===== src/rtl/mem_arbiter_if.sv =====
// Line-transfer memory port: command, write-beat and read-response channels.
// A requester drives the master side; the memory (or an arbiter) sits on the slave side.
interface mem_arbiter_if #(
  parameter int MEM_ADDR_BITS = 28,
  parameter int MEM_DATA_BITS = 128
);
  logic                       req_valid;
  logic                       req_ready;
  logic [MEM_ADDR_BITS-1:0]   req_addr;
  logic                       req_rw;
  logic                       req_data_valid;
  logic                       req_data_ready;
  logic [MEM_DATA_BITS-1:0]   req_data_bits;
  logic [MEM_DATA_BITS/8-1:0] req_data_mask;
  logic                       resp_valid;
  logic [MEM_DATA_BITS-1:0]   resp_data;

  modport master (
    output req_valid, req_addr, req_rw, req_data_valid, req_data_bits, req_data_mask,
    input  req_ready, req_data_ready, resp_valid, resp_data
  );

  modport slave (
    input  req_valid, req_addr, req_rw, req_data_valid, req_data_bits, req_data_mask,
    output req_ready, req_data_ready, resp_valid, resp_data
  );
endinterface


===== src/rtl/mem_arbiter.sv =====
// Two-port (icache/dcache) round-robin arbiter in front of a single line-transfer
// memory port; one whole line transaction (command plus BEATS beats) owns the memory at a time.
module mem_arbiter #(
  parameter int MEM_ADDR_BITS = 28,
  parameter int MEM_DATA_BITS = 128,
  parameter int BEATS         = 4
) (
  input  logic          clk,
  input  logic          reset,
  mem_arbiter_if.slave  ic,
  mem_arbiter_if.slave  dc,
  mem_arbiter_if.master mem
);

  localparam int CNT_W = $clog2(BEATS);
  localparam logic [CNT_W-1:0] LAST_BEAT = CNT_W'(BEATS - 1);

  localparam logic [1:0] IDLE = 2'd0;
  localparam logic [1:0] RD   = 2'd1;
  localparam logic [1:0] WR   = 2'd2;

  logic [1:0]       state;
  logic [1:0]       state_next;
  logic             owner_dc;
  logic             prio_dc;
  logic [CNT_W-1:0] beat_cnt;

  logic in_idle;
  logic in_rd;
  logic in_wr;
  logic grant_ic;
  logic grant_dc;
  logic cmd_fire;
  logic wr_fire;
  logic rd_fire;
  logic last_beat;

  logic [MEM_ADDR_BITS-1:0]   sel_addr;
  logic                       sel_rw;
  logic                       sel_data_valid;
  logic [MEM_DATA_BITS-1:0]   sel_data_bits;
  logic [MEM_DATA_BITS/8-1:0] sel_data_mask;

  // Reset also gates the decoded state so every valid/ready drops the instant it asserts.
  assign in_idle = (state == IDLE) & ~reset;
  assign in_rd   = (state == RD)   & ~reset;
  assign in_wr   = (state == WR)   & ~reset;

  assign grant_dc = in_idle & dc.req_valid & (~ic.req_valid |  prio_dc);
  assign grant_ic = in_idle & ic.req_valid & (~dc.req_valid | ~prio_dc);

  always_comb begin
    sel_addr = ic.req_addr;
    sel_rw   = ic.req_rw;
    if (grant_dc) begin
      sel_addr = dc.req_addr;
      sel_rw   = dc.req_rw;
    end
  end

  always_comb begin
    sel_data_valid = ic.req_data_valid;
    sel_data_bits  = ic.req_data_bits;
    sel_data_mask  = ic.req_data_mask;
    if (owner_dc) begin
      sel_data_valid = dc.req_data_valid;
      sel_data_bits  = dc.req_data_bits;
      sel_data_mask  = dc.req_data_mask;
    end
  end

  assign mem.req_valid = grant_ic | grant_dc;
  assign mem.req_addr  = sel_addr;
  assign mem.req_rw    = sel_rw;
  assign ic.req_ready  = grant_ic & mem.req_ready;
  assign dc.req_ready  = grant_dc & mem.req_ready;
  assign cmd_fire      = mem.req_valid & mem.req_ready;

  assign mem.req_data_valid = in_wr & sel_data_valid;
  assign mem.req_data_bits  = sel_data_bits;
  assign mem.req_data_mask  = sel_data_mask;
  assign ic.req_data_ready  = in_wr & ~owner_dc & mem.req_data_ready;
  assign dc.req_data_ready  = in_wr &  owner_dc & mem.req_data_ready;
  assign wr_fire            = mem.req_data_valid & mem.req_data_ready;

  // Responses arriving while no read is outstanding are silently discarded.
  assign rd_fire       = in_rd & mem.resp_valid;
  assign ic.resp_valid = rd_fire & ~owner_dc;
  assign dc.resp_valid = rd_fire &  owner_dc;
  assign ic.resp_data  = mem.resp_data;
  assign dc.resp_data  = mem.resp_data;

  assign last_beat = (beat_cnt == LAST_BEAT);

  always_comb begin
    state_next = state;
    case (state)
      IDLE: if (cmd_fire) state_next = sel_rw ? WR : RD;
      RD:   if (rd_fire && last_beat) state_next = IDLE;
      WR:   if (wr_fire && last_beat) state_next = IDLE;
      default: state_next = IDLE;
    endcase
  end

  // The priority pointer moves only on an accepted command, so a requester that
  // withdraws before the handshake does not cost the other port its turn.
  always_ff @(posedge clk or posedge reset) begin
    if (reset) begin
      state    <= IDLE;
      owner_dc <= 1'b0;
      prio_dc  <= 1'b1;
      beat_cnt <= '0;
    end else begin
      state <= state_next;
      if (cmd_fire) begin
        owner_dc <= grant_dc;
        prio_dc  <= grant_ic;
        beat_cnt <= '0;
      end else if (wr_fire || rd_fire) begin
        beat_cnt <= beat_cnt + 1'b1;
      end
    end
  end

endmodule


===== src/flat_wrapper.sv =====
// flat-port wrapper written by rule: the top's interface ports become plain ports
module mem_arbiter_flat 
#(
  parameter int MEM_ADDR_BITS = 28,
  parameter int MEM_DATA_BITS = 128,
  parameter int BEATS         = 4
)
  (clk, reset, ic_req_valid, ic_req_addr, ic_req_rw, ic_req_data_valid, ic_req_data_bits, ic_req_data_mask, ic_req_ready, ic_req_data_ready, ic_resp_valid, ic_resp_data, dc_req_valid, dc_req_addr, dc_req_rw, dc_req_data_valid, dc_req_data_bits, dc_req_data_mask, dc_req_ready, dc_req_data_ready, dc_resp_valid, dc_resp_data, mem_req_valid, mem_req_addr, mem_req_rw, mem_req_data_valid, mem_req_data_bits, mem_req_data_mask, mem_req_ready, mem_req_data_ready, mem_resp_valid, mem_resp_data);
  mem_arbiter_if #(.MEM_ADDR_BITS(MEM_ADDR_BITS), .MEM_DATA_BITS(MEM_DATA_BITS)) ic_i ();
  mem_arbiter_if #(.MEM_ADDR_BITS(MEM_ADDR_BITS), .MEM_DATA_BITS(MEM_DATA_BITS)) dc_i ();
  mem_arbiter_if #(.MEM_ADDR_BITS(MEM_ADDR_BITS), .MEM_DATA_BITS(MEM_DATA_BITS)) mem_i ();
  input  logic clk;
  input  logic reset;
  input wire logic [$bits(ic_i.req_valid)-1:0] ic_req_valid;
  input wire logic [$bits(ic_i.req_addr)-1:0] ic_req_addr;
  input wire logic [$bits(ic_i.req_rw)-1:0] ic_req_rw;
  input wire logic [$bits(ic_i.req_data_valid)-1:0] ic_req_data_valid;
  input wire logic [$bits(ic_i.req_data_bits)-1:0] ic_req_data_bits;
  input wire logic [$bits(ic_i.req_data_mask)-1:0] ic_req_data_mask;
  output wire logic [$bits(ic_i.req_ready)-1:0] ic_req_ready;
  output wire logic [$bits(ic_i.req_data_ready)-1:0] ic_req_data_ready;
  output wire logic [$bits(ic_i.resp_valid)-1:0] ic_resp_valid;
  output wire logic [$bits(ic_i.resp_data)-1:0] ic_resp_data;
  input wire logic [$bits(dc_i.req_valid)-1:0] dc_req_valid;
  input wire logic [$bits(dc_i.req_addr)-1:0] dc_req_addr;
  input wire logic [$bits(dc_i.req_rw)-1:0] dc_req_rw;
  input wire logic [$bits(dc_i.req_data_valid)-1:0] dc_req_data_valid;
  input wire logic [$bits(dc_i.req_data_bits)-1:0] dc_req_data_bits;
  input wire logic [$bits(dc_i.req_data_mask)-1:0] dc_req_data_mask;
  output wire logic [$bits(dc_i.req_ready)-1:0] dc_req_ready;
  output wire logic [$bits(dc_i.req_data_ready)-1:0] dc_req_data_ready;
  output wire logic [$bits(dc_i.resp_valid)-1:0] dc_resp_valid;
  output wire logic [$bits(dc_i.resp_data)-1:0] dc_resp_data;
  output wire logic [$bits(mem_i.req_valid)-1:0] mem_req_valid;
  output wire logic [$bits(mem_i.req_addr)-1:0] mem_req_addr;
  output wire logic [$bits(mem_i.req_rw)-1:0] mem_req_rw;
  output wire logic [$bits(mem_i.req_data_valid)-1:0] mem_req_data_valid;
  output wire logic [$bits(mem_i.req_data_bits)-1:0] mem_req_data_bits;
  output wire logic [$bits(mem_i.req_data_mask)-1:0] mem_req_data_mask;
  input wire logic [$bits(mem_i.req_ready)-1:0] mem_req_ready;
  input wire logic [$bits(mem_i.req_data_ready)-1:0] mem_req_data_ready;
  input wire logic [$bits(mem_i.resp_valid)-1:0] mem_resp_valid;
  input wire logic [$bits(mem_i.resp_data)-1:0] mem_resp_data;
  assign ic_i.req_valid = ic_req_valid;
  assign ic_i.req_addr = ic_req_addr;
  assign ic_i.req_rw = ic_req_rw;
  assign ic_i.req_data_valid = ic_req_data_valid;
  assign ic_i.req_data_bits = ic_req_data_bits;
  assign ic_i.req_data_mask = ic_req_data_mask;
  assign ic_req_ready = ic_i.req_ready;
  assign ic_req_data_ready = ic_i.req_data_ready;
  assign ic_resp_valid = ic_i.resp_valid;
  assign ic_resp_data = ic_i.resp_data;
  assign dc_i.req_valid = dc_req_valid;
  assign dc_i.req_addr = dc_req_addr;
  assign dc_i.req_rw = dc_req_rw;
  assign dc_i.req_data_valid = dc_req_data_valid;
  assign dc_i.req_data_bits = dc_req_data_bits;
  assign dc_i.req_data_mask = dc_req_data_mask;
  assign dc_req_ready = dc_i.req_ready;
  assign dc_req_data_ready = dc_i.req_data_ready;
  assign dc_resp_valid = dc_i.resp_valid;
  assign dc_resp_data = dc_i.resp_data;
  assign mem_req_valid = mem_i.req_valid;
  assign mem_req_addr = mem_i.req_addr;
  assign mem_req_rw = mem_i.req_rw;
  assign mem_req_data_valid = mem_i.req_data_valid;
  assign mem_req_data_bits = mem_i.req_data_bits;
  assign mem_req_data_mask = mem_i.req_data_mask;
  assign mem_i.req_ready = mem_req_ready;
  assign mem_i.req_data_ready = mem_req_data_ready;
  assign mem_i.resp_valid = mem_resp_valid;
  assign mem_i.resp_data = mem_resp_data;
  mem_arbiter #(.MEM_ADDR_BITS(MEM_ADDR_BITS), .MEM_DATA_BITS(MEM_DATA_BITS), .BEATS(BEATS)) u_core (.clk(clk), .reset(reset), .ic(ic_i), .dc(dc_i), .mem(mem_i));
endmodule

===== config.mk =====
export PLATFORM = sky130hd
export DESIGN_NAME = mem_arbiter_flat
export DESIGN_NICKNAME = d
export VERILOG_FILES = /design/src/rtl/mem_arbiter_if.sv /design/src/rtl/mem_arbiter.sv /design/src/flat_wrapper.sv
export SDC_FILE = /design/constraint.sdc
export NUM_CORES = 1
export LEC_CHECK = 0
export BUFFER_PORTS_ARGS = -buffer_cell sky130_fd_sc_hd__buf_2
export CORE_AREA = 2 2 359 361
export CTS_BUF_LIST = sky130_fd_sc_hd__clkbuf_2
export DETAILED_ROUTE_END_ITERATION = 10
export DIE_AREA = 0 0 361 363
export PLACE_DENSITY = 0.3
export SLEW_MARGIN = 30
export SYNTH_ARGS = -nofsm -noshare
export SYNTH_HDL_FRONTEND = slang
export SYNTH_SLANG_ARGS = --single-unit

===== constraint.sdc =====
create_clock -name clk -period 1.7 [get_ports clk]
set_clock_uncertainty 0.15 [all_clocks]
set_input_delay 0.255 -clock clk [delete_from_list [all_inputs] [get_ports clk]]
set_output_delay 0.255 -clock clk [all_outputs]
set_load 0.01 [all_outputs]

-- Word level (Yosys, flattened, before mapping)
Index checks and enable logic that the tools add are counted.
- output and inout bits: 437
- word-level logic and storage cells: 56
- input port bits: 483
- register bits: 6
- reductions and logical operators: 6
- eq/ne operators: 6
- $add $sub $neg: 1
- multiplexer cells: 12
- bitwise gates (word level): 27
- operators by type and width (operator ; number):
    $mux 128 ; 1
    $mux 28 ; 1
    $and 1x1->1 ; 19
    $mux 16 ; 1
    $mux 2 ; 6
    $pmux 2 s3 ; 1
    $not 1->1 ; 5
    $eq 2x2->1 const B ; 2
    $ne 2x2->1 const B ; 2
    $or 1x1->1 ; 3
    $reduce_and 3->1 ; 1
    $add 2x1->2 const B ; 1
    $eq 2x1->1 const B ; 1
    $logic_and 1x1->1 ; 2
    $logic_not 2->1 ; 1
    $mux 1 ; 2
    $ne 2x1->1 const B ; 1
    $reduce_bool 2->1 ; 1
    $logic_or 1x1->1 ; 1

-- Depth between registers and ports, before layout
Gate-level depths: netlist of run 1.
- depth after elaboration: 8
- gate-level depth with buffers: 5

-- Least setup slack after synthesis of run 1
OpenSTA, ideal clock, no wires.
- path kind: reg-to-output
- start point: register u_core.state[0]
- end point: output port mem_req_addr[10]
- data arrival time: 1.326 ns
- path slack: -0.031 ns
- stages on the path, launching flop included: 5
- cell sequence: dfrtp_1 -> nor3_4 -> o211ai_2 -> buf_2 -> mux2_2
- cells in the longest elaborated chain, start to end: 5
- RTL lines (element ; RTL line ; RTL):
    start: declaration ; mem_arbiter.sv:22 ; logic [1:0] state;
    start signal: assignment ; mem_arbiter.sv:114 ; state <= state_next;
    $logic_not 2->1 ; mem_arbiter.sv:45 ; assign in_idle = (state == IDLE) & ~reset;
    $and 1x1->1 ; mem_arbiter.sv:45 ;
    $and 1x1->1 (2 in a row) ; mem_arbiter.sv:49 ; assign grant_dc = in_idle & dc.req_valid & (~ic.req_valid | prio_dc);
    $mux 28 ; mem_arbiter.sv:55 ; if (grant_dc) begin
    end: declaration ; flat_wrapper.sv:35 ; output wire logic [$bits(mem_i.req_addr)-1:0] mem_req_addr;
No other way between the ends.

-- Final worst setup path of run 1
- start point: register u_core.owner_dc
- end point: output port mem_req_data_bits[104]
- cells in the longest elaborated chain, start to end: 1
- RTL lines (element ; RTL line ; RTL):
    start: declaration ; mem_arbiter.sv:24 ; logic owner_dc;
    start signal: assignment ; mem_arbiter.sv:116 ; owner_dc <= grant_dc;
    $mux 128 ; mem_arbiter.sv:65 ; if (owner_dc) begin
    end: declaration ; flat_wrapper.sv:38 ; output wire logic [$bits(mem_i.req_data_bits)-1:0] mem_req_data_bits;
No other way between the ends.

==> results.json, run 1 <==
{
  "nFillCells": 15000,
  "maxUsedRoutingLayer": "met5",
  "rr_startpoint": "u_core.owner_dc$_DFFE_PP0P_",
  "ff2ff_path_depth": 6,
  "yosys-top-cells-area": "mux2_2, buf_4, dfrtp_1, buf_2, dfstp_2",
  "drt-total-wl_um": 53200,
  "fin_crit_ns": 2.10,
  "synth_common_cells": "buf_4, mux2_2, buf_2",
  "wl_met1_um": 19400,
  "crit_cells": 4,
  "io_buffers": 535,
  "fp.dieH_um": 363,
  "placed_cells": 2440,
  "p_total_mw": 8.74,
  "rsz0062_at_grt": "true",
  "synthToLayoutAreaGrowth_pct": 85.9,
  "cp-endpoint": "mem_req_data_bits[104]",
  "clkSinkCount": 6,
  "arrival_ns": 1.70,
  "critPathTopFamily": "buffers and inverters",
  "vias_per_cell": 1.98,
  "path_clk_slew_ns": 0.06,
  "worstSetupPathType": "register to primary output",
  "cts_made_buffers": 3,
  "synth-seq-cells": 6,
  "core-area_sq_um": 127000,
  "via_count": 4872,
  "r2r-end": "u_core.beat_cnt[1]$_DFFE_PP0P_",
  "synth_fp_nets": 979,
  "layoutNonFillerInstCount": 2460,
  "syn_inst": 495,
  "grt_max_degree": 31,
  "cap_violations": 0,
  "htree_num_levels": 1,
  "root_buffer": "clkbuf_2",
  "ir_drop_mv": 0.410,
  "drt-pass1-iter-count": 4,
  "cp_max_fo": 27,
  "synthFlopType": "dfrtp_1",
  "place.gp.congestion": 0.798,
  "slowest_delay_ns": 0.42,
  "yosysMostFrequentCell": "buf_4",
  "first_iter_violations": 114,
  "grt_pass1_wl_um": 61700,
  "worst_hold_path_type": "input pin to register",
  "grt_usage_pct": 7.44,
  "async_flop_share_pct": 100,
  "clockBufferDepth": 2,
  "violations": "setup timing",
  "dp.final_hpwl_um": 49000,
  "wire_per_inst_um": 21.6,
  "place_ws_ns": -0.252,
  "drive_gt1_share_pct": 95.8,
  "clock_latency_ns": 0.23,
  "start_util_pct": 3.45,
  "synth.distinct_cells": 28,
  "grt_overflow": 0,
  "tightestPinTransition_ns": 0.420,
  "cts_tree": "built",
  "path_cells": "buf_12 > buf_16 > mux2_2 > buf_2",
  "wl_met2_um": 23100,
  "slowest_stage": "dfrtp_4",
  "crit_required_ns": 1.29,
  "synth_edf_count": 0,
  "status": "complete, but fails checks",
  "antenna_found_initial": 33,
  "grt_pass1_vias": 5241,
  "drc": 0,
  "max-slew-margin-rel_pct": 71.7,
  "die_area_sq_um": 131000,
  "worst_slack_ns": -0.402,
  "cellPowerDensity_nw_per_um2": 1070,
  "die_w_um": 361,
  "ys_warn_count": 0,
  "syn_area_sq_um": 4380,
  "fin_nets": 1276,
  "wl_met3_um": 9470,
  "timing.fmax_mhz": 476,
  "num_io_pins": 920,
  "fin_hold_ws_ns": 0.218,
  "syn-mean-instance-area_sq_um": 8.85,
  "yosysSeqAreaShare_pct": 3.46,
  "finalHoldViolCount": 0,
  "ant_nets": 0,
  "end_kind": "primary output",
  "placementRows": 131,
  "timing.final.crit_share_pct": 124,
  "crit_start": "u_core.owner_dc$_DFFE_PP0P_",
  "p_leak_nw": 3.47,
  "yosysTopAreaCell": "mux2_2",
  "yosys.area.top_type_share_pct": 44.5,
  "critPathBufInv": 3,
  "reg2reg_slack_ns": 0.01,
  "worstSetupStartpointType": "register",
  "min_delay_path_depth": 3,
  "drv_slew": 0,
  "setup_viol": 180
}
power breakdown:
group / internal [mW] / switching [mW] / leakage, nW
sequential: 0.227 / 0.0637 / 0.0736
combinational: 3.81 / 4.53 / 3.38
clock: 0.0624 / 0.0546 / 0.0167
total: 4.10 / 4.64 / 3.47
cell usage in the layout (no fill, tap or decap), drive strengths merged:
cell	instances
ha	1
buf	559
and2	2
a311o	1
nand3	5
clkbuf	11
nand2	3
a2bb2oi	1
nand3b	1
dlygate4sd3	1
nor3b	1
dfrtp	5
o211ai	1
diode	7
nor3	1
dfstp	1
a41o	1
nor2	5
inv	6
nor2b	1
mux2	174
o21ai	6
nor4bb	1
a21oi	2
a32oi	1
cells by family after synthesis:
kind of cell | synth area share (%)
adder cells (fa/ha/maj) | 0.286
AO/OA/AOI/OAI | 2.14
buffers and inverters | 46.7
AND/OR/NAND/NOR | 2.63
multiplexers | 44.8
flip-flops | 3.46
layout make-up:
class / count / area (sq um) / share of cell area, %
flip-flops and latches: 6 / 155 / 1.91
multi-input cells: 208 / 2340 / 28.8
diodes: 7 / 17.5 / 0.215
well taps: 1662 / 2080 / 25.5
repair buffers: 567 / 3500 / 43.0
inverters: 6 / 22.5 / 0.277
clock buffers: 4 / 20.0 / 0.246
metrics by stage:
step           cell area [sq um]  setup TNS [ns]  util, %
2_1_floorplan               4380          -0.124        -
3_3_place_gp                7390          -16.81     5.82
3_5_place_dp                7390          -16.87     5.82
4_1_cts                     7850          -60.20     6.18
5_1_grt                     8130          -69.98     6.40
6_report                    8140          -57.47     6.41
routing by layer:
metal	global-route usage [%]	vias up
met5	0	-
met4	1.18	8
met3	5.73	80
met2	11.8	664
met1	7.90	2098
li1	-	2022
registers in the layout (all words and copies together) (netlist names):
name             count
u_core.beat_cnt      2
u_core.prio_dc       1
u_core.state         2
u_core.owner_dc      1
worst register-to-register path, stage by stage (launching register included):
cell	delay [ns]
dfrtp_4	0.42
buf_12	0.19
mux2_2	0.40
a32oi_1	0.16
buf_4	0.15
nand3_1	0.07
o21ai_0	0.08
worst min path at each step:
stage / from / end / slack [ns]
after detailed placement: reset / u_core.state[1]$_DFFE_PP0P_ / 0.25
after global placement: reset / u_core.state[0]$_DFFE_PP0P_ / 0.27
after CTS: mem_req_ready / u_core.prio_dc$_DFFE_PP1P_ / 0.21
after floorplan: reset / u_core.beat_cnt[0]$_DFFE_PP0P_ / -0.09
final: mem_req_ready / u_core.prio_dc$_DFFE_PP1P_ / 0.22
after global routing: ic_req_rw / u_core.state[1]$_DFFE_PP0P_ / 0.25
repair_timing:
item / CTS / global route
pin swaps: 3 / 6
buffers inserted: 1 / 2
hold endpoints to repair: 2 / 0
setup endpoints to repair: 181 / 183
gates cloned: 1 / 4
hold buffers: 1 / 0
gates resized for setup: 93 / 47
Note: power is estimated with default switching activity, not from simulation.
==> inputs of run 2 (changes only) <==
Settings changed: CELL_PAD_IN_SITES_DETAIL_PLACEMENT set to 1, CELL_PAD_IN_SITES_GLOBAL_PLACEMENT set to 2, CORE_AREA 2 2 359 361 to 2 2 360 362, DIE_AREA 0 0 361 363 to 0 0 362 364, PLACE_DENSITY 0.3 to 0.46, TNS_END_PERCENT set to 5.
==> results.json, run 2 (synthesis results as in run 1) <==
{
  "status": "complete, but fails checks",
  "violations": "setup timing",
  "first_iter_violations": 162,
  "path_clk_slew_ns": 0.09,
  "worstSetupStartpointType": "register",
  "p_leak_nw": 3.69,
  "critPathTopFamily": "buffers and inverters",
  "worst_hold_path_type": "input pin to asynchronous set/reset pin",
  "start_util_pct": 3.41,
  "drive_gt1_share_pct": 96.0,
  "htree_num_levels": 1,
  "io_buffers": 535,
  "worstSetupPathType": "register to primary output",
  "timing.final.crit_share_pct": 127,
  "synthToLayoutAreaGrowth_pct": 91.9,
  "setup_viol": 182,
  "rsz0062_at_grt": "true",
  "finalHoldViolCount": 0,
  "stdcell_area_sq_um": 8400,
  "timing.fmax_mhz": 463,
  "placed_cell_area_sq_um": 7420,
  "critPathBufInv": 3,
  "grt_pass1_wl_um": 63300,
  "antenna_found_initial": 35,
  "fin_nets": 1277,
  "cts_made_buffers": 3,
  "slowest_delay_ns": 0.49,
  "drv_slew": 0,
  "fp.dieH_um": 364,
  "slowest_stage": "dfrtp_4",
  "clock_latency_ns": 0.24,
  "dp.final_hpwl_um": 50000,
  "cts-hold-fix-buffers": 0,
  "clkSinkCount": 6,
  "final_cell_mix": "buf_2, mux2_2, buf_6",
  "worst_slack_ns": -0.460,
  "cp_max_fo": 13,
  "drt-pass1-iter-count": 4,
  "cap_violations": 0,
  "die_area_sq_um": 132000,
  "ir_drop_mv": 0.339,
  "via_count": 4971,
  "grt_overflow": 0,
  "placementRows": 132,
  "grt_pass1_vias": 5262,
  "nFillCells": 15400,
  "p_total_mw": 9.13,
  "drc": 0,
  "layout_commonest_cell": "buf_2",
  "worst_path_most_repeated_cell": "buf_12",
  "crit_required_ns": 1.29,
  "root_buffer": "clkbuf_2",
  "die_w_um": 362,
  "wire_per_inst_um": 22.0,
  "grt_usage_pct": 7.61,
  "path_cells": "buf_12 > buf_12 > mux2_2 > buf_2",
  "cts_tree": "built",
  "fin_crit_ns": 2.16,
  "clockBufferDepth": 2,
  "arrival_ns": 1.75,
  "grt_max_degree": 31,
  "end_kind": "primary output",
  "place.gp.congestion": 0.800,
  "placed_cells": 2456,
  "layoutNonFillerInstCount": 2476,
  "cellPowerDensity_nw_per_um2": 1090,
  "max-slew-margin-rel_pct": 73.8,
  "fin_hold_ws_ns": 0.110,
  "ant_nets": 0,
  "drt-total-wl_um": 54400,
  "num_io_pins": 920,
  "vias_per_cell": 2.01,
  "top_regs": "u_core.beat_cnt (2), u_core.state (2)",
  "tightestPinTransition_ns": 0.389,
  "core-area_sq_um": 128000
}
==> run 2: worst paths after layout <==
| path | to | slack, ns | cells after the start | startpoint |
|---|---|---|---|---|
| worst max register to register | u_core.beat_cnt[0]$_DFFE_PP0P_ | -0.16 | 7 | u_core.owner_dc$_DFFE_PP0P_ |
| worst max-delay path | mem_req_data_bits[87] | -0.46 | 4 | u_core.owner_dc$_DFFE_PP0P_ |
| min in group clk | u_core.state[1]$_DFFE_PP0P_ | 0.19 | 3 | ic_req_rw |
| max in group asynchronous | u_core.owner_dc$_DFFE_PP0P_ | 1.16 | 4 | reset |
| worst min register to register | u_core.beat_cnt[0]$_DFFE_PP0P_ | 0.34 | 1 | u_core.beat_cnt[0]$_DFFE_PP0P_ |
| worst min-delay path | u_core.state[1]$_DFFE_PP0P_ | 0.11 | 4 | reset |
==> run 2: power breakdown <==
group	total [mW]	internal, mW	switching, mW
logic	8.67	4.30	4.37
clock network	0.134	0.0625	0.0716
registers	0.324	0.227	0.0964
total	9.13	4.59	4.54
==> run 2: area by class of cell <==
cell class | count | area (sq um) | area share, %
antenna | 9 | 22.5 | 0.268
clock buffer | 4 | 20.0 | 0.238
inverter | 6 | 22.5 | 0.268
multi-input combinational | 208 | 2440 | 29.0
sequential | 6 | 155 | 1.85
tap | 1675 | 2100 | 24.9
timing repair buffer | 568 | 3650 | 43.4
==> run 2: metal layers <==
metal	routed length, um	vias to the layer above	global-route usage (%)
li1	-	2020	-
met1	20900	2183	8.54
met2	21600	634	11.2
met3	9580	100	6.12
met4	1830	34	1.51
met5	514	-	0
==> run 2: stage by stage <==
step	TNS (ns)	worst slack, ns	utilization, %
after floorplan	-0.124	-0.00747	-
after global placement	-19.28	-0.284	5.78
after detailed placement	-19.76	-0.280	5.78
after CTS	-70.33	-0.511	6.33
after global routing	-77.24	-0.533	6.54
final	-61.13	-0.460	6.55
==> run 2: what timing repair did <==
action,4_1_cts,5_1_grt
endpoints found under the setup margin,184,185
gates cloned,3,1
buffers inserted,1,2
gates resized for setup,138,53
pin swaps,1,1
==> run 2: worst reg2reg max path, delay by kind of cell (launching register included) <==
kind | cells | cell delay, ns
flops | 1 | 0.54
buf+inv | 3 | 0.50
mux | 1 | 0.30
compound gates | 2 | 0.23
simple gates | 1 | 0.07
==> inputs of run 3 (changes only) <==
Settings changed: PLACE_DENSITY 0.46 to 0.42.
==> results.json, run 3 (synthesis results as in run 1) <==
{
  "synthToLayoutAreaGrowth_pct": 89.1,
  "status": "complete, but fails checks",
  "num_io_pins": 920,
  "drt-total-wl_um": 54900,
  "clockBufferDepth": 2,
  "worstSetupStartpointType": "register",
  "ant_nets": 0,
  "grt_pass1_wl_um": 64600,
  "min_delay_path_depth": 3,
  "grt_overflow": 0,
  "finalHoldViolCount": 0,
  "fin_hold_ws_ns": 0.221,
  "antenna_found_initial": 25,
  "max-slew-margin-rel_pct": 80.0,
  "first_iter_violations": 99,
  "place.gp.congestion": 0.769,
  "path_cells": "buf_12 > buf_6 > mux2_2 > buf_2",
  "placed_cells": 2460,
  "cap_violations": 0,
  "fp.dieH_um": 364,
  "htree_num_levels": 1,
  "worstSetupPathType": "register to primary output",
  "cellPowerDensity_nw_per_um2": 1090,
  "nFillCells": 15400,
  "finalSetupTns_ns": -50.69,
  "root_buffer": "clkbuf_2",
  "top_regs": "u_core.beat_cnt (2), u_core.state (2)",
  "core-area_sq_um": 128000,
  "layout_commonest_cell": "buf_2",
  "arrival_ns": 1.69,
  "seq_area_sq_um": 155,
  "crit_cells": 4,
  "grt_max_degree": 21,
  "critPathBufInv": 3,
  "dp.final_hpwl_um": 52100,
  "fin_nets": 1280,
  "layoutNonFillerInstCount": 2478,
  "ir_drop_mv": 0.284,
  "end_kind": "primary output",
  "worst_slack_ns": -0.395,
  "drt-pass1-iter-count": 4,
  "drv_slew": 0,
  "multiInputGateArea_sq_um": 2360,
  "vias_per_cell": 1.96,
  "start_util_pct": 3.41,
  "p_total_mw": 9.03,
  "violations": "setup timing",
  "wire_per_inst_um": 22.1,
  "cp_max_fo": 14,
  "tightestPinTransition_ns": 0.297,
  "crit_required_ns": 1.29,
  "die_area_sq_um": 132000,
  "path_clk_slew_ns": 0.06,
  "die_w_um": 362,
  "final_cell_mix": "buf_2, mux2_2, buf_6",
  "clkSinkCount": 6,
  "grt_usage_pct": 7.84,
  "slowest_stage": "dfrtp_4",
  "post-route-util_pct": 6.45,
  "io_buffers": 535,
  "timing.final.crit_share_pct": 123,
  "ff2ff_path_depth": 6,
  "slowest_delay_ns": 0.45,
  "cts_tree": "built",
  "grt_pass1_vias": 5318,
  "clock_latency_ns": 0.23,
  "setup_viol": 178,
  "drc": 0,
  "fin_crit_ns": 2.10,
  "cts_made_buffers": 3,
  "drive_gt1_share_pct": 95.8,
  "critPathTopFamily": "buffers and inverters",
  "rsz0062_at_grt": "true",
  "worst_hold_path_type": "input pin to register",
  "placementRows": 132,
  "via_count": 4847,
  "p_leak_nw": 3.58,
  "timing.fmax_mhz": 477
}
## run 3: cell count changes in the layout (fill, tap and decap cells not counted), sizes merged
cell,before,now
dlygate4sd3,0,1
buf,567,570
diode,9,8
clkbuf,5,4
## run 3: final cells by class
cell class / count / share of cell area, %
multi-input cells: 208 / 28.5
diodes: 8 / 0.242
well taps: 1675 / 25.3
inverters: 6 / 0.272
flip-flops and latches: 6 / 1.87
repair buffers: 571 / 43.5
clock buffers: 4 / 0.242
## run 3: worst reg2reg max path: cells and delay by family, from the launching register on
family	cells	cell delay, ns
flip-flops	1	0.40
multiplexers	1	0.32
buffers and inverters	2	0.31
AO/OA/AOI/OAI	2	0.24
AND/OR/NAND/NOR	1	0.20
## run 3: stage by stage
step	instance area [sq um]	worst slack (ns)
4_1_cts	8210	-0.456
2_1_floorplan	4380	-0.00747
6_report	8280	-0.395
5_1_grt	8270	-0.485
3_5_place_dp	7440	-0.335
3_3_place_gp	7440	-0.327
## run 3: power breakdown
part | total [mW] | internal [mW] | switching [mW] | leakage, nW
combinational | 8.61 | 4.05 | 4.57 | 3.49
sequential | 0.295 | 0.227 | 0.0685 | 0.0736
clock | 0.119 | 0.0624 | 0.0565 | 0.0167
total | 9.03 | 4.34 | 4.69 | 3.58
## run 3: layer usage
metal	share of wire [%]	vias up	routed length [um]	track usage [%]
li1	-	2028	-	-
met4	0.95	16	522	1.02
met1	45	2169	24400	10.1
met5	0.25	-	136	0
met3	13	73	7000	4.27
met2	41	561	22800	11.7
## run 3: final timing paths
path,from,end,slack (ns)
worst min register to register,u_core.beat_cnt[0]$_DFFE_PP0P_,u_core.beat_cnt[0]$_DFFE_PP0P_,0.36
worst max-delay path,u_core.owner_dc$_DFFE_PP0P_,mem_req_data_bits[3],-0.40
worst min-delay path,mem_req_ready,u_core.prio_dc$_DFFE_PP1P_,0.22
max in group asynchronous,reset,u_core.state[1]$_DFFE_PP0P_,0.57
min in group asynchronous,reset,u_core.owner_dc$_DFFE_PP0P_,0.54
worst max register to register,u_core.state[1]$_DFFE_PP0P_,u_core.state[0]$_DFFE_PP0P_,0.01
## run 3: timing repair
action | in CTS | in global routing
setup buffers | 5 | 0
endpoints found under the setup margin | 181 | 184
pin swaps | 4 | 0
hold endpoints to repair | 1 | 0
hold buffers | 1 | 0
gates resized for setup | 157 | 11
